===== config.mk =====
export PLATFORM = sky130hd
export DESIGN_NAME = me_pe_ctrl
export DESIGN_NICKNAME = d
export VERILOG_FILES = /design/src/rtl/me_pe_ctrl.sv
export SDC_FILE = /design/constraint.sdc
export NUM_CORES = 1
export LEC_CHECK = 0
export BUFFER_PORTS_ARGS = -buffer_cell sky130_fd_sc_hd__buf_2
export CORE_MARGIN = 3
export CORE_UTILIZATION = 56
export CTS_BUF_LIST = sky130_fd_sc_hd__clkbuf_4
export DETAILED_ROUTE_END_ITERATION = 6
export PLACE_DENSITY = 0.9
export SLEW_MARGIN = 25
export SYNTH_ARGS = -nofsm -noshare
export SYNTH_HDL_FRONTEND = slang
export SYNTH_SLANG_ARGS = --single-unit

===== constraint.sdc =====
create_clock -name clk -period 3 [get_ports clk]
set_input_delay 0.3 -clock clk [delete_from_list [all_inputs] [get_ports clk]]
set_output_delay 0.3 -clock clk [all_outputs]
set_load 0.1 [all_outputs]

===== src/rtl/me_pe_ctrl.sv =====
// Control sequencer for the motion-estimation PE array.
// A load FSM streams a current block into one of four PE CB slots while an independent search
// FSM pre-fills the reference array and snake-scans the search window, tagging each candidate.
module me_pe_ctrl #(
  parameter int unsigned PIXEL = 8,
  parameter int unsigned BLK   = 8,
  parameter int unsigned SR_W  = 16,
  parameter int unsigned SR_H  = 16
) (
  input  logic                    clk,
  input  logic                    rst,
  input  logic                    ld_start,
  input  logic [1:0]              ld_cb,
  output logic                    ld_ready,
  output logic                    ld_done,
  input  logic                    pix_in_valid,
  input  logic [PIXEL-1:0]        pix_in_data,
  output logic                    pix_in_ready,
  output logic [PIXEL-1:0]        in_curr,
  output logic                    in_curr_enable,
  output logic [1:0]              CB_select,
  input  logic                    srch_start,
  input  logic [1:0]              srch_cb,
  output logic                    srch_ready,
  output logic                    change_ref,
  output logic [1:0]              ref_input_Control,
  output logic [1:0]              abs_Control,
  output logic                    cand_valid,
  output logic [$clog2(SR_W)-1:0] cand_x,
  output logic [$clog2(SR_H)-1:0] cand_y,
  output logic                    srch_done
);

  localparam int unsigned XW   = $clog2(SR_W);
  localparam int unsigned YW   = $clog2(SR_H);
  localparam int unsigned NPIX = BLK * BLK;
  localparam int unsigned LCW  = $clog2(NPIX) + 1;
  localparam int unsigned PCW  = $clog2(BLK) + 1;

  localparam logic [XW-1:0]  XLast   = XW'(SR_W - 1);
  localparam logic [YW-1:0]  YLast   = YW'(SR_H - 1);
  localparam logic [LCW-1:0] LdLast  = LCW'(NPIX - 1);
  localparam logic [PCW-1:0] PreLast = PCW'(BLK - 1);

  // Reference shift sources
  localparam logic [1:0] RefUp1 = 2'b00;
  localparam logic [1:0] RefUp8 = 2'b01;
  localparam logic [1:0] RefDn1 = 2'b10;
  localparam logic [1:0] RefDn8 = 2'b11;

  typedef enum logic [0:0] {LIdle, LLoad} ld_state_e;
  typedef enum logic [1:0] {SIdle, SPre, SScan} s_state_e;

  ld_state_e        ld_state_q, ld_state_d;
  logic [LCW-1:0]   ld_cnt_q, ld_cnt_d;
  logic [1:0]       cb_sel_q, cb_sel_d;
  logic [PIXEL-1:0] in_curr_q, in_curr_d;
  logic             in_curr_en_q, in_curr_en_d;
  logic             ld_done_q, ld_done_d;

  s_state_e         s_state_q, s_state_d;
  logic [PCW-1:0]   pre_cnt_q, pre_cnt_d;
  logic [XW-1:0]    x_q, x_d;
  logic [YW-1:0]    y_q, y_d;
  logic [1:0]       abs_sel_q, abs_sel_d;
  logic             change_ref_q, change_ref_d;
  logic [1:0]       ref_code_q, ref_code_d;

  logic ld_hs, ld_accept, srch_accept, srch_busy, scan_last_q, scan_last_d;

  // Move from a candidate to its snake-order successor
  function automatic logic [1:0] move_code(input logic x_odd, input logic [YW-1:0] y);
    if (!x_odd) return (y == YLast) ? RefDn8 : RefDn1;
    else        return (y == '0)    ? RefUp8 : RefUp1;
  endfunction

  // Handshakes and slot-conflict arbitration; search wins a same-slot tie
  always_comb begin
    srch_busy    = (s_state_q != SIdle);
    pix_in_ready = (ld_state_q == LLoad);
    srch_ready   = (s_state_q == SIdle) && !((ld_state_q == LLoad) && (cb_sel_q == srch_cb));
    srch_accept  = srch_start && srch_ready;
    ld_ready     = (ld_state_q == LIdle) && !(srch_busy && (abs_sel_q == ld_cb)) &&
                   !(srch_accept && (srch_cb == ld_cb));
    ld_accept    = ld_start && ld_ready;
    ld_hs        = pix_in_valid && pix_in_ready;
  end

  // Load FSM state register
  always_ff @(posedge clk) begin
    if (rst) begin
      ld_state_q   <= LIdle;
      ld_cnt_q     <= '0;
      cb_sel_q     <= '0;
      in_curr_q    <= '0;
      in_curr_en_q <= 1'b0;
      ld_done_q    <= 1'b0;
    end else begin
      ld_state_q   <= ld_state_d;
      ld_cnt_q     <= ld_cnt_d;
      cb_sel_q     <= cb_sel_d;
      in_curr_q    <= in_curr_d;
      in_curr_en_q <= in_curr_en_d;
      ld_done_q    <= ld_done_d;
    end
  end

  // Load FSM next state: count BLK*BLK accepted pixels
  always_comb begin
    ld_state_d = ld_state_q;
    ld_cnt_d   = ld_cnt_q;
    cb_sel_d   = cb_sel_q;
    unique case (ld_state_q)
      LIdle: begin
        if (ld_accept) begin
          ld_state_d = LLoad;
          ld_cnt_d   = '0;
          cb_sel_d   = ld_cb;
        end
      end
      LLoad: begin
        if (ld_hs) begin
          if (ld_cnt_q == LdLast) begin
            ld_state_d = LIdle;
            ld_cnt_d   = '0;
          end else begin
            ld_cnt_d = ld_cnt_q + 1'b1;
          end
        end
      end
    endcase
  end

  // Load outputs: each handshake becomes a PE-chain shift one cycle later
  always_comb begin
    in_curr_d    = ld_hs ? pix_in_data : in_curr_q;
    in_curr_en_d = ld_hs;
    ld_done_d    = ld_hs && (ld_cnt_q == LdLast);
  end

  // Search FSM state register
  always_ff @(posedge clk) begin
    if (rst) begin
      s_state_q    <= SIdle;
      pre_cnt_q    <= '0;
      x_q          <= '0;
      y_q          <= '0;
      abs_sel_q    <= '0;
      change_ref_q <= 1'b0;
      ref_code_q   <= RefUp1;
    end else begin
      s_state_q    <= s_state_d;
      pre_cnt_q    <= pre_cnt_d;
      x_q          <= x_d;
      y_q          <= y_d;
      abs_sel_q    <= abs_sel_d;
      change_ref_q <= change_ref_d;
      ref_code_q   <= ref_code_d;
    end
  end

  // Search FSM next state: BLK fill shifts, then snake scan over the window
  always_comb begin
    s_state_d   = s_state_q;
    pre_cnt_d   = pre_cnt_q;
    x_d         = x_q;
    y_d         = y_q;
    abs_sel_d   = abs_sel_q;
    scan_last_q = (x_q == XLast) && (y_q == '0);
    unique case (s_state_q)
      SIdle: begin
        if (srch_accept) begin
          s_state_d = SPre;
          pre_cnt_d = '0;
          abs_sel_d = srch_cb;
          x_d       = '0;
          y_d       = '0;
        end
      end
      SPre: begin
        if (pre_cnt_q == PreLast) begin
          s_state_d = SScan;
          pre_cnt_d = '0;
        end else begin
          pre_cnt_d = pre_cnt_q + 1'b1;
        end
      end
      SScan: begin
        if (scan_last_q) begin
          s_state_d = SIdle;
          x_d       = '0;
          y_d       = '0;
        end else if (!x_q[0]) begin
          if (y_q == YLast) x_d = x_q + 1'b1;
          else              y_d = y_q + 1'b1;
        end else begin
          if (y_q == '0) x_d = x_q + 1'b1;
          else           y_d = y_q - 1'b1;
        end
      end
      default: s_state_d = SIdle;
    endcase
  end

  // Search outputs, registered from the next state so the shift strobe leads the scan by
  // exactly the candidate it moves away from
  always_comb begin
    change_ref_d = 1'b0;
    ref_code_d   = ref_code_q;
    scan_last_d  = (x_d == XLast) && (y_d == '0);
    unique case (s_state_d)
      SPre: begin
        change_ref_d = 1'b1;
        ref_code_d   = RefDn1;
      end
      SScan: begin
        if (!scan_last_d) begin
          change_ref_d = 1'b1;
          ref_code_d   = move_code(x_d[0], y_d);
        end
      end
      default: ;
    endcase
  end

  assign ld_done           = ld_done_q;
  assign in_curr           = in_curr_q;
  assign in_curr_enable    = in_curr_en_q;
  assign CB_select         = cb_sel_q;
  assign change_ref        = change_ref_q;
  assign ref_input_Control = ref_code_q;
  assign abs_Control       = abs_sel_q;
  assign cand_valid        = (s_state_q == SScan);
  assign cand_x            = x_q;
  assign cand_y            = y_q;
  assign srch_done         = (s_state_q == SScan) && scan_last_q;

endmodule


Word level (Yosys, flattened, before mapping) --
Cells that the tools add are included.
Cells by class: add/subtract/negate cells 5, eq/ne operators 17, mux-type cells 34, bitwise gates (word level) 1, reductions and logical operators 27
Operators with widths (number):
- $mux 4 | 12
- $pmux 4 s2 | 3
- $mux 7 | 3
- $eq 4x4->1 const B | 4
- $pmux 7 s2 | 1
- $logic_and 1x1->1 | 13
- $add 4x1->4 const B | 3
- $mux 2 | 5
- $reduce_and 2->1 | 5
- $logic_not 4->1 | 2
- $add 7x1->7 const B | 1
- $eq 7x6->1 const B | 1
- $eq 2x2->1 | 3
- $mux 1 | 6
- $ne 2x2->1 const B | 3
- $pmux 2 s3 | 1
- $reduce_bool 2->1 | 3
- $eq 2x1->1 const B | 2
- $eq 2x2->1 const B | 2
- $eq 4x3->1 const B | 1
- $pmux 1 s2 | 2
- $pmux 2 s2 | 1
- $sub 4x1->4 const B | 1
- $logic_not 1->1 | 3
- other kinds (3) | 3
Storage, ports and cells: bits in registers 39, input port bits 17, output and inout bits 30, logic and storage cells 97

Longest topological paths before layout --
Gate-level depths: netlist of the first run.
depth in word-level cells 12, gate-level depth with buffers 11, gate-level depth less buffers 10

Worst setup path after synthesis of the first run --
No wires, ideal clock.
path type register -> output, from register y_q[0] (netlist: cand_y[0]), to output srch_done, arrival time 3.164 ns, required time 2.700 ns, setup slack -0.464 ns, stages on the path, launching flop included 7, path buffers 1, cell sequence dfxtp_1 > clkbuf_1 > inv_1 > ha_1 > or3b_4 > or2_1 > nor2_1
Between the ends: longest elaborated chain between the ends 3
Ends and longest elaborated chain:
- start, declared | RTL line 64 | logic [YW-1:0] y_q, y_d;
- start signal, assigned | RTL line 155 | y_q <= y_d;
- $logic_not 4->1 | RTL line 169 | scan_last_q = (x_q == XLast) && (y_q == '0);
- $logic_and 1x1->1 | RTL line 169
- $logic_and 1x1->1 | RTL line 236 | assign srch_done = (s_state_q == SScan) && scan_last_q;
- end, declared | RTL line 31 | output logic srch_done
Every way passes these cells.

Worst setup path after layout of the first run --
Ends and elaborated chain as after synthesis.

==> results_dict.tcl, run 1 <==
set metrics [dict create \
    post_synthesis_to_final_layout_area_growth_pct 15.0 \
    clock_root_buffer "sky130_fd_sc_hd__clkbuf_4" \
    dieArea_mm2 0.00452 \
    critPathLaunchType "register" \
    timing.setup.critical_path_class "reg -> out" \
    hold_violations 0 \
    core_outline_area_mm2 0.00347 \
    clockPowerShare_pct 29.2 \
    placementRows 21 \
    grt_remaining_overflow 0 \
    finalCoreUtilization_pct 69.7 \
    ys_seq_elements 39 \
    ant_nets 0 \
    p_sw_share_pct 33.8 \
    finalMaxSlewViolations 0 \
    clock_sink_count 39 \
    cp.required_ns 2.70 \
    async_reset_ff_share_pct 0 \
    nets 327 \
    filler_cell_count 283 \
    grt_pass1_vias 1735 \
    netSwitchingPower_w 0.000392 \
    setup_viol 0 \
    antenna-diode-count 0 \
    gpl.final_weighted_congestion 0.924 \
    min_cycle_time_layout_ns 2.59 \
    final_cell_mix "sky130_fd_sc_hd__buf_2, sky130_fd_sc_hd__dfxtp_1, sky130_fd_sc_hd__nor2_1, sky130_fd_sc_hd__nand2_1, sky130_fd_sc_hd__a21oi_1" \
    timing.critical_path.fanout_max 11 \
    cts_resized 0 \
    cts_tree "built" \
    worst-slew-pin-transition_ns 0.647 \
    yosys_warnings 0 \
    cts_buffer_depth 2 \
    detailed_place_hpwl_mm 3.46 \
    detail_route.drc_violations 0 \
    synth.cell_area_mm2 0.00210 \
    grt_max_degree 37 \
    share_of_final_layout_standard_cells_stronger_than_drive_strength_1_pct 22.7 \
    top_level_ports 47 \
    grt_antenna_before_repair 0 \
    post-route-period-util_pct 86.3 \
    seq_power_share_pct 47.5 \
    maxSlewHeadroom_pct 56.9 \
    chipHeight_um 67.3 \
    synth_cell_types 57 \
    drt-vias-per-instance 5.66 \
    worst_ir_drop_vdd_mv 0.327 \
    max_cap_viol_count 0 \
    syn-instance-count 260 \
    synthFlopType "sky130_fd_sc_hd__dfxtp_1" \
    place_ws_ns 0.482 \
    postSynthNetCount 284 \
    intPower_w 0.000767 \
    routedWlPerCell_um 13.2 \
    timing.final.ws_setup_ns 0.410 \
    cts_inserted_buffers 5 \
    cp_data_arrival_time_ns 2.29 \
    most_common_cell_after_layout_fill_and_taps_aside "sky130_fd_sc_hd__buf_2" \
    floorplan.initialDensity_pct 60.6 \
    share_comb_of_total_power_pct 23.3 \
    power_density_mw_per_mm2 480 \
    cts_hold_buffers 0 \
    total_leakage_power_nw 1.05 \
    final_setup_skew_ns 0.00537 \
    power_w 0.00116 \
    post_synth.cell_area_avg_um2 8.08 \
    grt_usage_pct 22.2 \
    dr.pass1.iters 4 \
    status "finished, final reports clean" \
    worstSetupEndpointType "primary output" \
    post-cts-setup-buffers 0 \
    clock_tree.htree_level_count 2 \
    achievable-frequency_mhz 386 \
    drt-total-wl_mm 4.63 \
    synth.yosys.seq_area_share_pct 37.2 \
    worstSkewPairLatency_ns 0.35 \
    unrepaired_setup_endpoints_after_global_routing "false" \
    final.setup.tns_ns 0 \
    io_buffer_count 46 \
    grt_pass1_wl_mm 7.73 \
    synth-edff-count 0 \
    hold_path_class "in -> reg" \
    whs_ns 0.173 \
    vias 1981 \
    path_clk_slew_ns 0.11 \
    chipWidth_um 67.3 \
    initialDrtViolationCount 199 \
]
==> power by group through the flow <==
stage / Combinational, W / Clock [W] / Sequential (W)
5_1_grt: 0.000288 / 0.000367 / 0.000553
6_report: 0.000270 / 0.000339 / 0.000551
3_5_place_dp: 0.000269 / 0 / 0.000562
3_3_place_gp: 0.000266 / 0 / 0.000561
2_1_floorplan: 0.000127 / 0 / 0.000657
4_1_cts: 0.000270 / 0.000346 / 0.000550
==> final timing paths <==
path	end	startpoint	slack, ns	cells past startpoint
worst max-delay path	srch_done	cand_y[0]	0.41	6
worst min-delay path	in_curr[1]	pix_in_data[1]	0.17	3
worst max register to register	ref_input_Control[0]	cand_y[0]	0.45	8
worst min register to register	ld_cnt_q[6]	ld_cnt_q[6]	0.46	2
==> worst max-delay path, stage by stage (launching register included) <==
cell and delay [ns]:
sky130_fd_sc_hd__dfxtp_2 0.39, sky130_fd_sc_hd__inv_1 0.12, sky130_fd_sc_hd__ha_1 0.24, sky130_fd_sc_hd__or3b_4 0.41, sky130_fd_sc_hd__or2_1 0.27, sky130_fd_sc_hd__nor2_2 0.08
sky130_fd_sc_hd__buf_2 0.42
==> registers in the layout, summed over array words and instances, names as in the netlist <==
name,flops
CB_select,2
abs_Control,2
cand_x,4
cand_y,4
change_ref,1
in_curr,8
in_curr_enable,1
ld_cnt_q,7
ld_done,1
pix_in_ready,1
pre_cnt_q,4
ref_input_Control,2
s_state_q,2
==> synth_stat cells, types with 3 or more instances <==
| cell | instances | area, um2 |
|---|---|---|
| sky130_fd_sc_hd__dfxtp_1 | 39 | 781 |
| sky130_fd_sc_hd__nor2_1 | 33 | 124 |
| sky130_fd_sc_hd__nand2_1 | 32 | 120 |
| sky130_fd_sc_hd__a21oi_1 | 23 | 115 |
| sky130_fd_sc_hd__nand3_1 | 11 | 55.1 |
| sky130_fd_sc_hd__o21ai_0 | 10 | 50.1 |
| sky130_fd_sc_hd__inv_1 | 9 | 33.8 |
| sky130_fd_sc_hd__clkbuf_1 | 8 | 30.0 |
| sky130_fd_sc_hd__ha_1 | 7 | 87.6 |
| sky130_fd_sc_hd__mux2i_1 | 5 | 50.1 |
| sky130_fd_sc_hd__and2_1 | 4 | 25.0 |
| sky130_fd_sc_hd__nand2b_1 | 4 | 25.0 |
| sky130_fd_sc_hd__nand4b_1 | 4 | 35.0 |
| sky130_fd_sc_hd__nor2b_1 | 4 | 25.0 |
| sky130_fd_sc_hd__nor3_1 | 4 | 20.0 |
| sky130_fd_sc_hd__xor2_1 | 4 | 35.0 |
| sky130_fd_sc_hd__a22oi_1 | 3 | 22.5 |
| sky130_fd_sc_hd__buf_6 | 3 | 33.8 |
| sky130_fd_sc_hd__o211ai_1 | 3 | 22.5 |
| sky130_fd_sc_hd__xnor2_1 | 3 | 26.3 |
==> metal layers <==
| layer | track usage (%) | wire length [um] |
|---|---|---|
| met1 | 30.6 | 2170 |
| met2 | 33.7 | 2130 |
| met3 | 4.49 | 254 |
| met4 | 8.86 | 72 |
| met5 | 0 | 0 |
==> cells by family after synthesis <==
kind of cell,count (synthesis),share of synthesized area (%)
buf+inv,23,5.36
mux,5,2.38
xor+xnor,7,2.92
flops,39,37.2
fa+ha+maj,7,4.17
simple gates,113,26.9
compound gates,66,21.1
==> per-stage QoR <==
step,cells,area [um2]
6_report,350,2420
5_1_grt,350,2420
4_1_cts,350,2420
3_5_place_dp,342,2340
3_3_place_gp,342,2340
2_1_floorplan,260,2110
==> cell type report <==
class                      count  area [um2]  area share [%]
multi-input combinational    198        1210            50.1
clock inverter                 3        38.8            1.61
inverter                      11        41.3            1.71
timing repair buffer          48         245            10.2
tap                           46        57.6            2.38
sequential                    39         785            32.5
clock buffer                   5        37.5            1.55
No activity file was read; power rests on OpenSTA's default activity.
==> inputs of run 2 (changes only) <==
Settings changed: CORE_MARGIN 3 to 2, PLACE_DENSITY 0.9 to unset, PLACE_DENSITY_LB_ADDON set to 0.15.
==> run 2 against run 1 <==
Effect of this change: clock power fell by 26%; via count fell by 0.61%; setup slack gained 0.015 ns; wire length is 1.5% lower; utilization down 3.8 points; clock skew rose by 0.0052 ns; sequential power is essentially flat.
==> results_dict.tcl, run 2 (synthesis results as in run 1) <==
set metrics [dict create \
    cts_tree "built" \
    drt-total-wl_mm 4.56 \
    grt_antenna_before_repair 0 \
    floorplan.initialDensity_pct 57.8 \
    seq_power_share_pct 51.4 \
    cts_hold_buffers 0 \
    share_of_final_layout_standard_cells_stronger_than_drive_strength_1_pct 22.4 \
    detail_route.drc_violations 0 \
    worstSetupEndpointType "primary output" \
    critPathLaunchType "register" \
    cts_buffer_depth 2 \
    finalMaxSlewViolations 0 \
    setup_viol 0 \
    min_cycle_time_layout_ns 2.57 \
    core_outline_area_mm2 0.00363 \
    routedWlPerCell_um 12.9 \
    netSwitchingPower_w 0.000379 \
    ant_nets 0 \
    worst_ir_drop_vdd_mv 0.332 \
    cts_resized 0 \
    chipWidth_um 65.3 \
    unrepaired_setup_endpoints_after_global_routing "false" \
    clockPowerShare_pct 23.5 \
    dieArea_mm2 0.00426 \
    grt_max_degree 36 \
    status "finished, final reports clean" \
    grt_usage_pct 22.4 \
    drt-vias-per-instance 5.59 \
    grt_pass1_vias 1784 \
    achievable-frequency_mhz 388 \
    io_buffer_count 46 \
    post_synthesis_to_final_layout_area_growth_pct 14.0 \
    cp_data_arrival_time_ns 2.27 \
    grt_remaining_overflow 0 \
    p_sw_share_pct 35.3 \
    placementRows 22 \
    total_leakage_power_nw 1.04 \
    gpl.final_weighted_congestion 0.890 \
    antenna-diode-count 0 \
    intPower_w 0.000693 \
    share_comb_of_total_power_pct 25.1 \
    grt_pass1_wl_mm 7.62 \
    timing.setup.critical_path_class "reg -> out" \
    clock_sink_count 39 \
    chipHeight_um 65.3 \
    final_setup_skew_ns 0.0106 \
    post-cts-setup-buffers 0 \
    most_common_cell_after_layout_fill_and_taps_aside "sky130_fd_sc_hd__buf_2" \
    clock_tree.htree_level_count 2 \
    dr.pass1.iters 4 \
    hold_violations 0 \
    nets 327 \
    post-route-period-util_pct 85.8 \
    max_cap_viol_count 0 \
    cts_inserted_buffers 5 \
    path_clk_slew_ns 0.11 \
    power_density_mw_per_mm2 447 \
    final.setup.tns_ns 0 \
    hold_path_class "in -> reg" \
    detailed_place_hpwl_mm 3.41 \
    clock_root_buffer "sky130_fd_sc_hd__clkbuf_4" \
    final_cell_mix "sky130_fd_sc_hd__buf_2, sky130_fd_sc_hd__dfxtp_1, sky130_fd_sc_hd__nor2_1, sky130_fd_sc_hd__nand2_1, sky130_fd_sc_hd__a21oi_1" \
    worst-slew-pin-transition_ns 0.486 \
    initialDrtViolationCount 111 \
    vias 1969 \
    top_level_ports 47 \
    cp.required_ns 2.70 \
    whs_ns 0.203 \
    timing.critical_path.fanout_max 11 \
    maxSlewHeadroom_pct 67.5 \
    filler_cell_count 351 \
    largest_register_ff_count 8 \
    worstSkewPairLatency_ns 0.33 \
]
## run 2: worst paths after layout
path,end,slack [ns],startpoint,depth (start not counted)
setup / recovery,srch_done,0.43,cand_y[0],6
hold / removal,in_curr[3],0.20,pix_in_data[3],3
setup reg to reg,ref_input_Control[0],0.43,cand_y[0],9
hold reg to reg,in_curr[1],0.46,in_curr[1],2
## run 2: layout make-up
type,instances,area (um2),share of cell area [%]
Clock buffer,6,45.0,1.88
Clock inverter,2,7.51,0.313
Inverter,11,41.3,1.72
Multi-Input combinational cell,198,1210,50.6
Sequential cell,39,785,32.8
Tap cell,48,60.1,2.51
Timing Repair Buffer,48,245,10.2
## run 2: layer usage
| metal | share of wire (%) | global-route usage [%] | vias up |
|---|---|---|---|
| li1 | - | - | 1007 |
| met1 | 46 | 28.4 | 910 |
| met2 | 50 | 39.0 | 50 |
| met3 | 3.6 | 4.79 | 2 |
| met4 | 0.40 | 5.21 | 0 |
| met5 | 0 | 0 | - |
## run 2: metrics by stage
stage | instance area [um2] | power [W] | utilization, % | setup WS, ns | std cells
after floorplan | 2110 | 0.000783 | - | 0.0406 | 260
after global placement | 2340 | 0.000829 | 64.5 | 0.509 | 344
after detailed placement | 2340 | 0.000832 | 64.5 | 0.451 | 344
after CTS | 2390 | 0.00108 | 65.9 | 0.418 | 352
after global routing | 2390 | 0.00113 | 65.9 | 0.237 | 352
final | 2390 | 0.00107 | 65.9 | 0.426 | 352
## run 2: power by group through the flow
| stage | Combinational (W) | Sequential, W | Clock (W) |
|---|---|---|---|
| 6_report | 0.000269 | 0.000550 | 0.000252 |
| 5_1_grt | 0.000287 | 0.000553 | 0.000287 |
| 4_1_cts | 0.000270 | 0.000551 | 0.000262 |
| 3_5_place_dp | 0.000269 | 0.000562 | 0 |
| 3_3_place_gp | 0.000268 | 0.000561 | 0 |
| 2_1_floorplan | 0.000127 | 0.000657 | 0 |
## run 2: worst max-delay path, stage by stage, from the launching register on
cell,delay (ns)
sky130_fd_sc_hd__dfxtp_2,0.39
sky130_fd_sc_hd__inv_1,0.13
sky130_fd_sc_hd__ha_1,0.25
sky130_fd_sc_hd__or3b_4,0.42
sky130_fd_sc_hd__or2_1,0.26
sky130_fd_sc_hd__nor2_2,0.07
sky130_fd_sc_hd__buf_2,0.42
==> inputs of run 3 (changes only) <==
--- a/config.mk
+++ b/config.mk
@@ -9,4 +9,3 @@
 export CORE_MARGIN = 2
-export CORE_UTILIZATION = 56
-export CTS_BUF_LIST = sky130_fd_sc_hd__clkbuf_4
+export CORE_UTILIZATION = 54
 export DETAILED_ROUTE_END_ITERATION = 6
--- a/constraint.sdc
+++ b/constraint.sdc
@@ -3,2 +3,2 @@
 set_output_delay 0.3 -clock clk [all_outputs]
-set_load 0.1 [all_outputs]
+set_load 0.01 [all_outputs]
==> run 3 against run 2 <==
Effect of this change: largest power group unchanged; fmax fell by 5.3%; critical path type is now reg -> reg; hold slack improved by 0.040 ns; clock-buffer cell count did not move; register-to-register slack got worse by 0.14 ns; via count rose by 1.4%; die area rose by 3.5%; clock skew fell by 0.0050 ns; utilization rose by 0.58 points; final cell count did not move; global-route usage rose by 0.71 points.
==> results_dict.tcl, run 3 (synthesis results as in run 1) <==
set metrics [dict create \
    status "finished, final reports clean" \
    initialDrtViolationCount 135 \
    share_of_final_layout_standard_cells_stronger_than_drive_strength_1_pct 21.4 \
    timing.final.ws_setup_ns 0.282 \
    io_buffer_count 46 \
    ant_nets 0 \
    share_comb_of_total_power_pct 12.8 \
    critical_path.max_stage_delay_ns 0.53 \
    cts_inserted_buffers 5 \
    grt_remaining_overflow 0 \
    drt-vias-per-instance 5.67 \
    clock_sink_count 39 \
    largest_register_ff_count 8 \
    placedInstanceArea_mm2 0.00233 \
    post-route-period-util_pct 90.6 \
    grt_pass1_vias 1784 \
    seq_power_share_pct 48.1 \
    timing.critical_path.fanout_max 11 \
    critPathLaunchType "register" \
    critical_path.top_delay_family "compound AO/OA/AOI/OAI gates" \
    final.setup.tns_ns 0 \
    maxSlewHeadroom_pct 69.6 \
    clock_tree.htree_level_count 2 \
    placementRows 22 \
    setup_viol 0 \
    grt_usage_pct 23.2 \
    nets 327 \
    p_sw_share_pct 24.4 \
    gpl.final_weighted_congestion 0.884 \
    finalMaxSlewViolations 0 \
    hold_violations 0 \
    place_ws_ns 0.374 \
    routedWlPerCell_um 13.3 \
    placedCellCount 344 \
    cp_data_arrival_time_ns 2.95 \
    max_cap_viol_count 0 \
    post-cts-setup-buffers 0 \
    drt-total-wl_mm 4.67 \
    cts_tree "built" \
    postLayoutCellArea_mm2 0.00245 \
    power_density_mw_per_mm2 467 \
    cts_resized 0 \
    whs_ns 0.243 \
    worstSetupEndpointType "register" \
    post_synthesis_to_final_layout_area_growth_pct 16.7 \
    clockPowerShare_pct 39.2 \
    grt_antenna_before_repair 0 \
    timing.setup.critical_path_class "reg -> reg" \
    chipWidth_um 66.4 \
    grt_pass1_wl_mm 7.89 \
    cts_buffer_depth 2 \
    core_outline_area_mm2 0.00369 \
    worst_ir_drop_vdd_mv 0.375 \
    detail_route.drc_violations 0 \
    cell_chain_of_the_critical_path "inv_1, ha_1, or3b_4, o21ai_1, o21ai_0, a21oi_1, or3_4, o41ai_1, a41o_1" \
    achievable-frequency_mhz 368 \
    top_level_ports 47 \
    worstPathBufferInverterCount 1 \
    detailed_place_hpwl_mm 3.51 \
    finalNonFillerCells 352 \
    clock_root_buffer "sky130_fd_sc_hd__clkbuf_8" \
    intPower_w 0.000865 \
    netSwitchingPower_w 0.000280 \
    worst-slew-pin-transition_ns 0.449 \
    timing.critical_path.slowest_stage_cell "sky130_fd_sc_hd__dfxtp_1" \
    most_common_cell_after_layout_fill_and_taps_aside "sky130_fd_sc_hd__buf_2" \
    cp.required_ns 3.23 \
    antenna-diode-count 0 \
    grt_max_degree 25 \
    chipHeight_um 66.4 \
    unrepaired_setup_endpoints_after_global_routing "false" \
    dr.pass1.iters 4 \
    cts_hold_buffers 0 \
    path_clk_slew_ns 0.07 \
    final_setup_skew_ns 0.00558 \
    hold_path_class "in -> reg" \
    vias 1997 \
    total_leakage_power_nw 1.07 \
    worstSkewPairLatency_ns 0.29 \
    dieArea_mm2 0.00440 \
    floorplan.initialDensity_pct 57.0 \
    final_cell_mix "sky130_fd_sc_hd__buf_2, sky130_fd_sc_hd__dfxtp_1, sky130_fd_sc_hd__nor2_1, sky130_fd_sc_hd__nand2_1, sky130_fd_sc_hd__a21oi_1" \
    min_cycle_time_layout_ns 2.72 \
]
-- run 3: worst min-delay path, cell delays in order --
cell,delay [ns]
sky130_fd_sc_hd__buf_2,0.10
sky130_fd_sc_hd__nand2_1,0.04
sky130_fd_sc_hd__a21oi_1,0.05
-- run 3: metrics by stage --
step	utilization [%]	power (W)
global placement	63.3	0.000706
finish	66.5	0.00114
CTS	66.5	0.00115
global route	66.5	0.00119
detailed placement	63.3	0.000708
floorplan	-	0.000662
-- run 3: per-layer routing --
layer | GRT usage, % | routed length [um] | part of all wire, % | vias up
met5 | 0 | 0 | 0 | -
met4 | 7.40 | 32 | 0.69 | 0
met3 | 5.79 | 227 | 4.9 | 2
met2 | 36.9 | 2210 | 47 | 50
met1 | 30.6 | 2200 | 47 | 935
li1 | - | - | - | 1010
-- run 3: path summary, 6_finish.rpt --
check                  from                    to  slack, ns  cells past startpoint
max               cand_y[0]  ref_input_Control[0]       0.28                      9
max reg2reg       cand_y[0]  ref_input_Control[0]       0.28                      9
min reg2reg     ld_cnt_q[6]           ld_cnt_q[6]       0.45                      2
min          pix_in_data[1]            in_curr[1]       0.24                      3
-- run 3: area by class of cell --
type	instances	area, um2
Fill cell	329	1240
Sequential cell	39	781
Clock buffer	6	82.6
Inverter	11	41.3
Multi-Input combinational cell	198	1210
Clock inverter	2	35.0
Tap cell	48	60.1
Timing Repair Buffer	48	245
-- run 3: power by group through the flow --
stage	sequential (W)	combinational (W)	clock, W
after detailed placement	0.000562	0.000146	0
after global routing	0.000553	0.000166	0.000474
after CTS	0.000550	0.000147	0.000455
after floorplan	0.000564	0.0000973	0
after global placement	0.000561	0.000145	0
final	0.000550	0.000146	0.000448
